==> src/rtl/vram_write_queue.sv <==
// Buffers CPU video-memory writes in a small FIFO.
// Drains one entry per cycle to the video RAM write port whenever the display side frees it.
module vram_write_queue #(
  parameter int DEPTH  = 8,
  parameter int AW     = 3,
  parameter int ADDR_W = 16,
  parameter int DATA_W = 8
) (
  input  logic              clock,
  input  logic              reset,
  input  logic              mem_we_v,
  input  logic [ADDR_W-1:0] mem_addr,
  input  logic [DATA_W-1:0] b,
  input  logic              vram_free,
  input  logic              overflow_clr,
  output logic              vram_we,
  output logic [ADDR_W-1:0] vram_addr,
  output logic [DATA_W-1:0] vram_din,
  output logic [AW:0]       q_count,
  output logic              q_empty,
  output logic              q_full,
  output logic              overflow
);

  localparam int EW = ADDR_W + DATA_W;
  localparam logic [AW:0] FULL_COUNT = (AW+1)'(DEPTH);

  logic [EW-1:0] entry [DEPTH];
  logic [AW-1:0] rd_ptr, wr_ptr;
  logic [AW:0]   count_next;
  logic          pop, push, drop;

  // Decisions use only registered state, so a write into an empty queue cannot be popped in the same cycle.
  assign pop  = vram_free & ~q_empty;
  assign push = mem_we_v & (~q_full | pop);
  assign drop = mem_we_v & q_full & ~pop;

  always_comb begin
    count_next = q_count;
    case ({push, pop})
      2'b10:   count_next = q_count + (AW+1)'(1);
      2'b01:   count_next = q_count - (AW+1)'(1);
      default: count_next = q_count;
    endcase
  end

  // NOTE: the storage array has no reset; the pointers alone define validity, so it maps to plain RAM.
  always_ff @(posedge clock) begin
    if (push) entry[wr_ptr] <= {mem_addr, b};
  end

  // NOTE: all sequential state uses non-blocking assignments so every register samples pre-edge values.
  always_ff @(posedge clock) begin
    if (reset) begin
      rd_ptr    <= '0;
      wr_ptr    <= '0;
      q_count   <= '0;
      q_empty   <= 1'b1;
      q_full    <= 1'b0;
      vram_we   <= 1'b0;
      vram_addr <= '0;
      vram_din  <= '0;
      overflow  <= 1'b0;
    end else begin
      vram_we <= pop;
      if (pop) begin
        {vram_addr, vram_din} <= entry[rd_ptr];
        rd_ptr                <= rd_ptr + AW'(1);
      end
      if (push) wr_ptr <= wr_ptr + AW'(1);
      q_count <= count_next;
      q_empty <= (count_next == '0);
      q_full  <= (count_next == FULL_COUNT);
      // A drop in the same cycle as a clear leaves the flag set.
      if (drop)              overflow <= 1'b1;
      else if (overflow_clr) overflow <= 1'b0;
    end
  end

endmodule

==> config.mk <==
export PLATFORM = sky130hd
export DESIGN_NAME = vram_write_queue
export DESIGN_NICKNAME = d
export VERILOG_FILES = /design/src/rtl/vram_write_queue.sv
export SDC_FILE = /design/constraint.sdc
export NUM_CORES = 1
export LEC_CHECK = 0
export ABC_AREA = 1
export CORE_UTILIZATION = 45
export DETAILED_ROUTE_END_ITERATION = 8
export PLACE_DENSITY = 0.69
export SYNTH_ARGS = -nofsm -noshare
export SYNTH_HDL_FRONTEND = slang
export SYNTH_SLANG_ARGS = --single-unit
==> constraint.sdc <==
create_clock -name clock -period 3.52 [get_ports clock]
set_input_delay 0.704 -clock clock [delete_from_list [all_inputs] [get_ports clock]]
set_output_delay 0.704 -clock clock [all_outputs]
set_load 0.02 [all_outputs]
==> Yosys cells after proc, flatten, opt, wreduce, memory -nomap -nowiden <==
Memory sizes are Yosys's and may differ from the RTL's. A register that Yosys moved wholly into a read port is not among the register bits.
Cells that the tools add are included.
{ "totals": {"regBits": 14, "latchBits": 0, "ramBits": 192, "romBits": 0, "input_bits": 29, "output_inout_bits": 32, "word_cells": 30, "n_memories": 1} }
{ "classes": {"n_addsub": 4, "mul": 0, "div": 0, "order_cmp": 0, "eq_ne": 3, "n_shift": 0, "mux": 5, "n_bitwise": 8, "reduce_logical": 2} }
{ "memory_table": {"columns": ["name", "words", "width", "read_ports", "rd_ports_with_merged_regs", "wr", "line", "rtl"], "rows": [
  ["entry", 8, 24, 1, 1, 1, "28", "logic [EW-1:0] entry [DEPTH];"]
]} }
{ "op_table": {"columns": ["op", "n"], "rows": [
  ["4-bit one-hot mux with 2 select lines", 1],
  ["3-bit by 1-bit adder with 3-bit output, second input constant", 2],
  ["4-bit by 1-bit adder with 4-bit output, second input constant", 1],
  ["1-bit AND", 4],
  ["4-bit == test, second input constant", 1],
  ["4-bit zero test", 1],
  ["1-bit 2-to-1 mux", 4],
  ["4-bit by 1-bit subtractor with 4-bit output, second input constant", 1],
  ["1-bit inverter", 3],
  ["2-bit by 1-bit == test with 1-bit output, second input constant", 1],
  ["2-bit == test, second input constant", 1],
  ["2-bit nonzero test", 1],
  ["1-bit OR", 1]
]} }

==> Longest topological paths before layout <==
{ "depth": {"ltp_word": 7, "depth_mapped": 17, "ltp_nobuf": 16} }

==> Worst setup path after synthesis <==
No wires, ideal clock.
{ "synth_path": {"path_type": "input-to-reg", "startpoint": "input vram_free", "endpoint": "memory entry[1][0] in the netlist's numbering, enable pin", "setup_time_ns": 0.405, "t_arrival_ns": 2.427, "required_ns": 3.115, "setup_slack_ns": 0.688, "path_stages": 8, "path_buffers": 1, "path_cell_list": "inv_1 or2_1 buf_2 nand2_1 nand2_2 nor2_1 inv_1 nor2_1"} }
{ "synth_via": {"elab_chain_len": 5} }
{ "synth_lines": {"columns": ["item", "line", "rtl"], "rows": [
  ["start, declared", "14", "input logic vram_free,"],
  ["1-bit AND", "34", "assign pop = vram_free & ~q_empty;"],
  ["1-bit OR", "35", "assign push = mem_we_v & (~q_full | pop);"],
  ["1-bit AND", "35", null],
  ["1-bit 2-to-1 mux", "49", "if (push) entry[wr_ptr] <= {mem_addr, b};"],
  ["1-bit 2-to-1 mux (implied by the code)", "49", null],
  ["end, declared", "28", null]
]} }
Every way passes these cells.

==> Final worst setup path <==
{ "layout_path": {"startpoint": "input vram_free", "endpoint": "register q_empty"} }
{ "layout_via": {"elab_chain_len": 6, "elab_cells_between_ends": 7, "classes_between": "eq/ne: 2; mux: 1; bitwise: 3; reduce/logical: 1"} }
{ "layout_lines": {"columns": ["item", "line", "rtl"], "rows": [
  ["1-bit AND *", "34", null],
  ["1-bit OR", "35", null],
  ["1-bit AND", "35", null],
  ["2-bit by 1-bit == test with 1-bit output / 2-bit == test (equally long branches)", "40", "case ({push, pop})"],
  ["4-bit one-hot mux with 2 select lines *", "40", null],
  ["4-bit zero test *", "72", "q_empty <= (count_next == '0);"],
  ["end signal, assigned", "72", null],
  ["end, declared", "20", "output logic q_empty,"]
]} }
Every way passes the cells marked *; elsewhere a longest branch is shown, timed or not.
A chain may end at the register's enable or synchronous reset.

==> run_results.csv <==
group,metric,value,unit
run_status,outcome,"complete, no violations",
run,cap_violations,0,
finish,drive_gt1_frac,0.103,
die,dieWidth,144,µm
setup_path,critical-path-top-delay-family,"simple AND/OR/NAND/NOR gates",
routing,drc_errors,0,
sta,finalHoldViolCount,0,
placed_design,dp_hpwl,9810,µm
routing,drt-pass1-iter-count,4,
power,p_leak,3.58,nW
setup_path,path_cells,"clkdlybuf4s50_1 -> inv_1 -> or2_1 -> nand2_1 -> nand2_2 -> ha_1 -> nor2_1 -> nor2_1 -> ha_1 -> a21oi_1 -> nand2b_1 -> nand3_1 -> nand3_1 -> nand2_1 -> nand2_1 -> inv_1",
finish,multiInputGateArea,2180,µm²
setup_path,rr_worst_depth,14,
routing,wire_per_inst,16.7,µm
cts,cts-resized-gates,0,
die,std_cell_rows,51,
die,initial_core_util,0.461,
power,power_density,680,nW/µm²
global_route,overflow,0,
logic_synthesis,yosys.cell_types.count,29,
cts,cts_root_buf,"clkbuf_16",
die,io_pins,61,
cts,cts-htree-levels,1,
setup_path,crit_path_frequent_cell,"nand2_1",
cts,clockBufferDepth,3,
placed_design,gp_congestion,0.736,
placed_design,dp_cells,1026,
finish,fillers,1628,
die,fp.dieH,144,µm
logic_synthesis,avgSynthCellArea,12.4,µm²
finish,final_cell_mix,"edfxtp_1, nor2_1, o21ai_0, clkdlybuf4s50_1, nand2_1",
global_route,grt_use_total,0.179,
placed_design,place_area,9850,µm²
finish,final_area,10600,µm²
finish,syn_to_final_growth,17.5,%
logic_synthesis,async_reset_ff_frac,0,
die,core-area,19600,µm²
setup_path,r2r_end,"q_empty",
sta,drv_slew,0,
global_route,antenna_found_initial,0,
hold_path,min_to,"overflow",
logic_synthesis,syn_area,9030,µm²
finish,nets,821,
setup_path,cp.required,3930,ps
setup_path,endpoint_kind,"register",
routing,finalWirelength,17900,µm
setup_path,critPathKind,"input port to register",
logic_synthesis,synthCells,730,
finish,final_cells,1070,
sta,final.min_clock_period,2580,ps
routing,vias,5650,
cts,cts_buffers,24,
sta,rsz0062_at_grt,"no",
setup_path,r2r_slack,1290,ps
finish,regArea,6530,µm²
power,total_power,7.22,mW
hold_path,hold_class,"register to register",
logic_synthesis,ys_warn_count,0,
sta,slew-limit-headroom,0.372,
routing,via_per_inst,5.28,
sta,fmax,0.388,GHz
die,die_area,20600,µm²
global_route,grt_start_max_net_pins,99,
setup_path,path_max_fanout,8,
cts,post_cts_buffers,0,
setup_path,crit_buf_inv,3,
sta,setup_viol_count_final,0,
routing,dr.first_iter.drc_count,418,
global_route,grt_pass1_wl,28400,µm
sta,finalCritPeriodShare,0.733,
setup_path,critical-path-slowest-cell,"clkdlybuf4s50_1",
sta,tightest_slew,936,ps
cts,clock_sinks,230,
cts,holdBufCountCts,0,
sta,holdWs,465,ps
cts,clkTransAtPathRegs,60,ps
routing,ant_nets,0,
sta,fin_skew,10.5,ps
placed_design,place.port_buffers,60,
hold_path,worstHoldPathCells,2,
logic_synthesis,seq_area_frac_synth,0.723,
logic_synthesis,dominantRegCellSynth,"edfxtp_1",
setup_path,startpoint_type,"input port",
finish,antenna_cells,0,
setup_path,r2r-start,"q_empty",
logic_synthesis,synth_edf_count,192,
logic_synthesis,synth_nets,764,
sta,setup_tns,0,ps
setup_path,cp.arrival,2990,ps
setup_path,max_stage_delay,460,ps
power,vdd_drop_max,0.385,mV
logic_synthesis,ys_ff_latch,230,
finish,mostFrequentLayoutCell,"edfxtp_1",
cts,clkLatencyLatePin,510,ps
cts,cts_tree,"yes",
hold_path,hp-start,"overflow",
global_route,first_global_vias,5359,
[layout make-up]
type | instances | share of cell area
well taps | 265 | 0.0312
inverters | 20 | 0.00790
clock buffers | 36 | 0.0666
clock inverters | 8 | 0.00566
flip-flops and latches | 230 | 0.615
multi-input cells | 435 | 0.206
repair buffers | 76 | 0.0679
[through the flow]
stage / util / worst slack, ps
after global placement: 0.503 / 534
after CTS: 0.542 / 961
after floorplan: - / 688
after global routing: 0.542 / 757
after detailed placement: 0.503 / 426
final: 0.542 / 941
[routing by layer]
metal  wire, µm  up-vias  part of all wire  global-route usage
met3        884       32             0.049              0.0330
met1       8230     2745              0.46               0.252
met4        330        0             0.018              0.0431
li1           -     2734                 -                   -
met2       8440      139              0.47               0.288
met5          0        -                 0                   0
[kinds of logic (layout without fill, tap and decap cells)]
family                     count (synthesis)  after routing  synth area share
xor gates and xnor gates                   2              2           0.00194
AOI/OAI and AO/OA                        206            206             0.134
DFF                                      230            230             0.723
adders and majority gates                  5              5           0.00693
buffers and inverters                     65            140            0.0378
and+or+nand+nor                          222            222            0.0972
[report_power, final]
group          internal, mW  switching, mW  leakage, nW
Sequential             3.19          0.122         2.06
Combinational         0.538          0.939         1.14
Clock                  1.45          0.973        0.377
[Yosys cell counts (2+ instances only)]
cell type  number  share of area
a21oi_1        32          0.018
buf_1           2        0.00083
buf_2          13         0.0072
buf_6           5         0.0062
clkbuf_1       19         0.0079
clkbuf_2        3         0.0017
dfxtp_1        38          0.084
edfxtp_1      192           0.64
ha_1            5         0.0069
inv_1          17         0.0071
nand2_1        47          0.020
nand3_1         9         0.0050
nor2_1        152          0.063
nor2_2         10         0.0069
o211ai_1       37          0.031
o211ai_2       11          0.015
o21ai_0        99          0.055
o21ai_1        27          0.015
xnor2_1         2         0.0019
[tightest hold or removal path: cells and delay by family, from the launching register on]
family	cells	cell delay [ps]
and+or+nand+nor	1	60
DFF	1	310
AOI/OAI and AO/OA	1	50
[worst max path at each step]
| stage | endpoint | cells past startpoint | start | slack (ps) |
|---|---|---|---|---|
| floorplan | entry[1][0] | 8 | vram_free | 690 |
| detailed placement | q_empty | 16 | vram_free | 430 |
| CTS | q_empty | 16 | vram_free | 960 |
| finish | q_empty | 16 | vram_free | 940 |
| global placement | q_empty | 16 | vram_free | 530 |
| global route | q_empty | 16 | vram_free | 760 |
[flip-flops by register name (all words and copies together) (netlist names)]
name	cells
vram_din	8
vram_addr	16
wr_ptr	3
rd_ptr	3
overflow	1
q_count	4
q_empty	1
q_full	1
entry	192
vram_we	1
(Power assumes the default switching activity.)
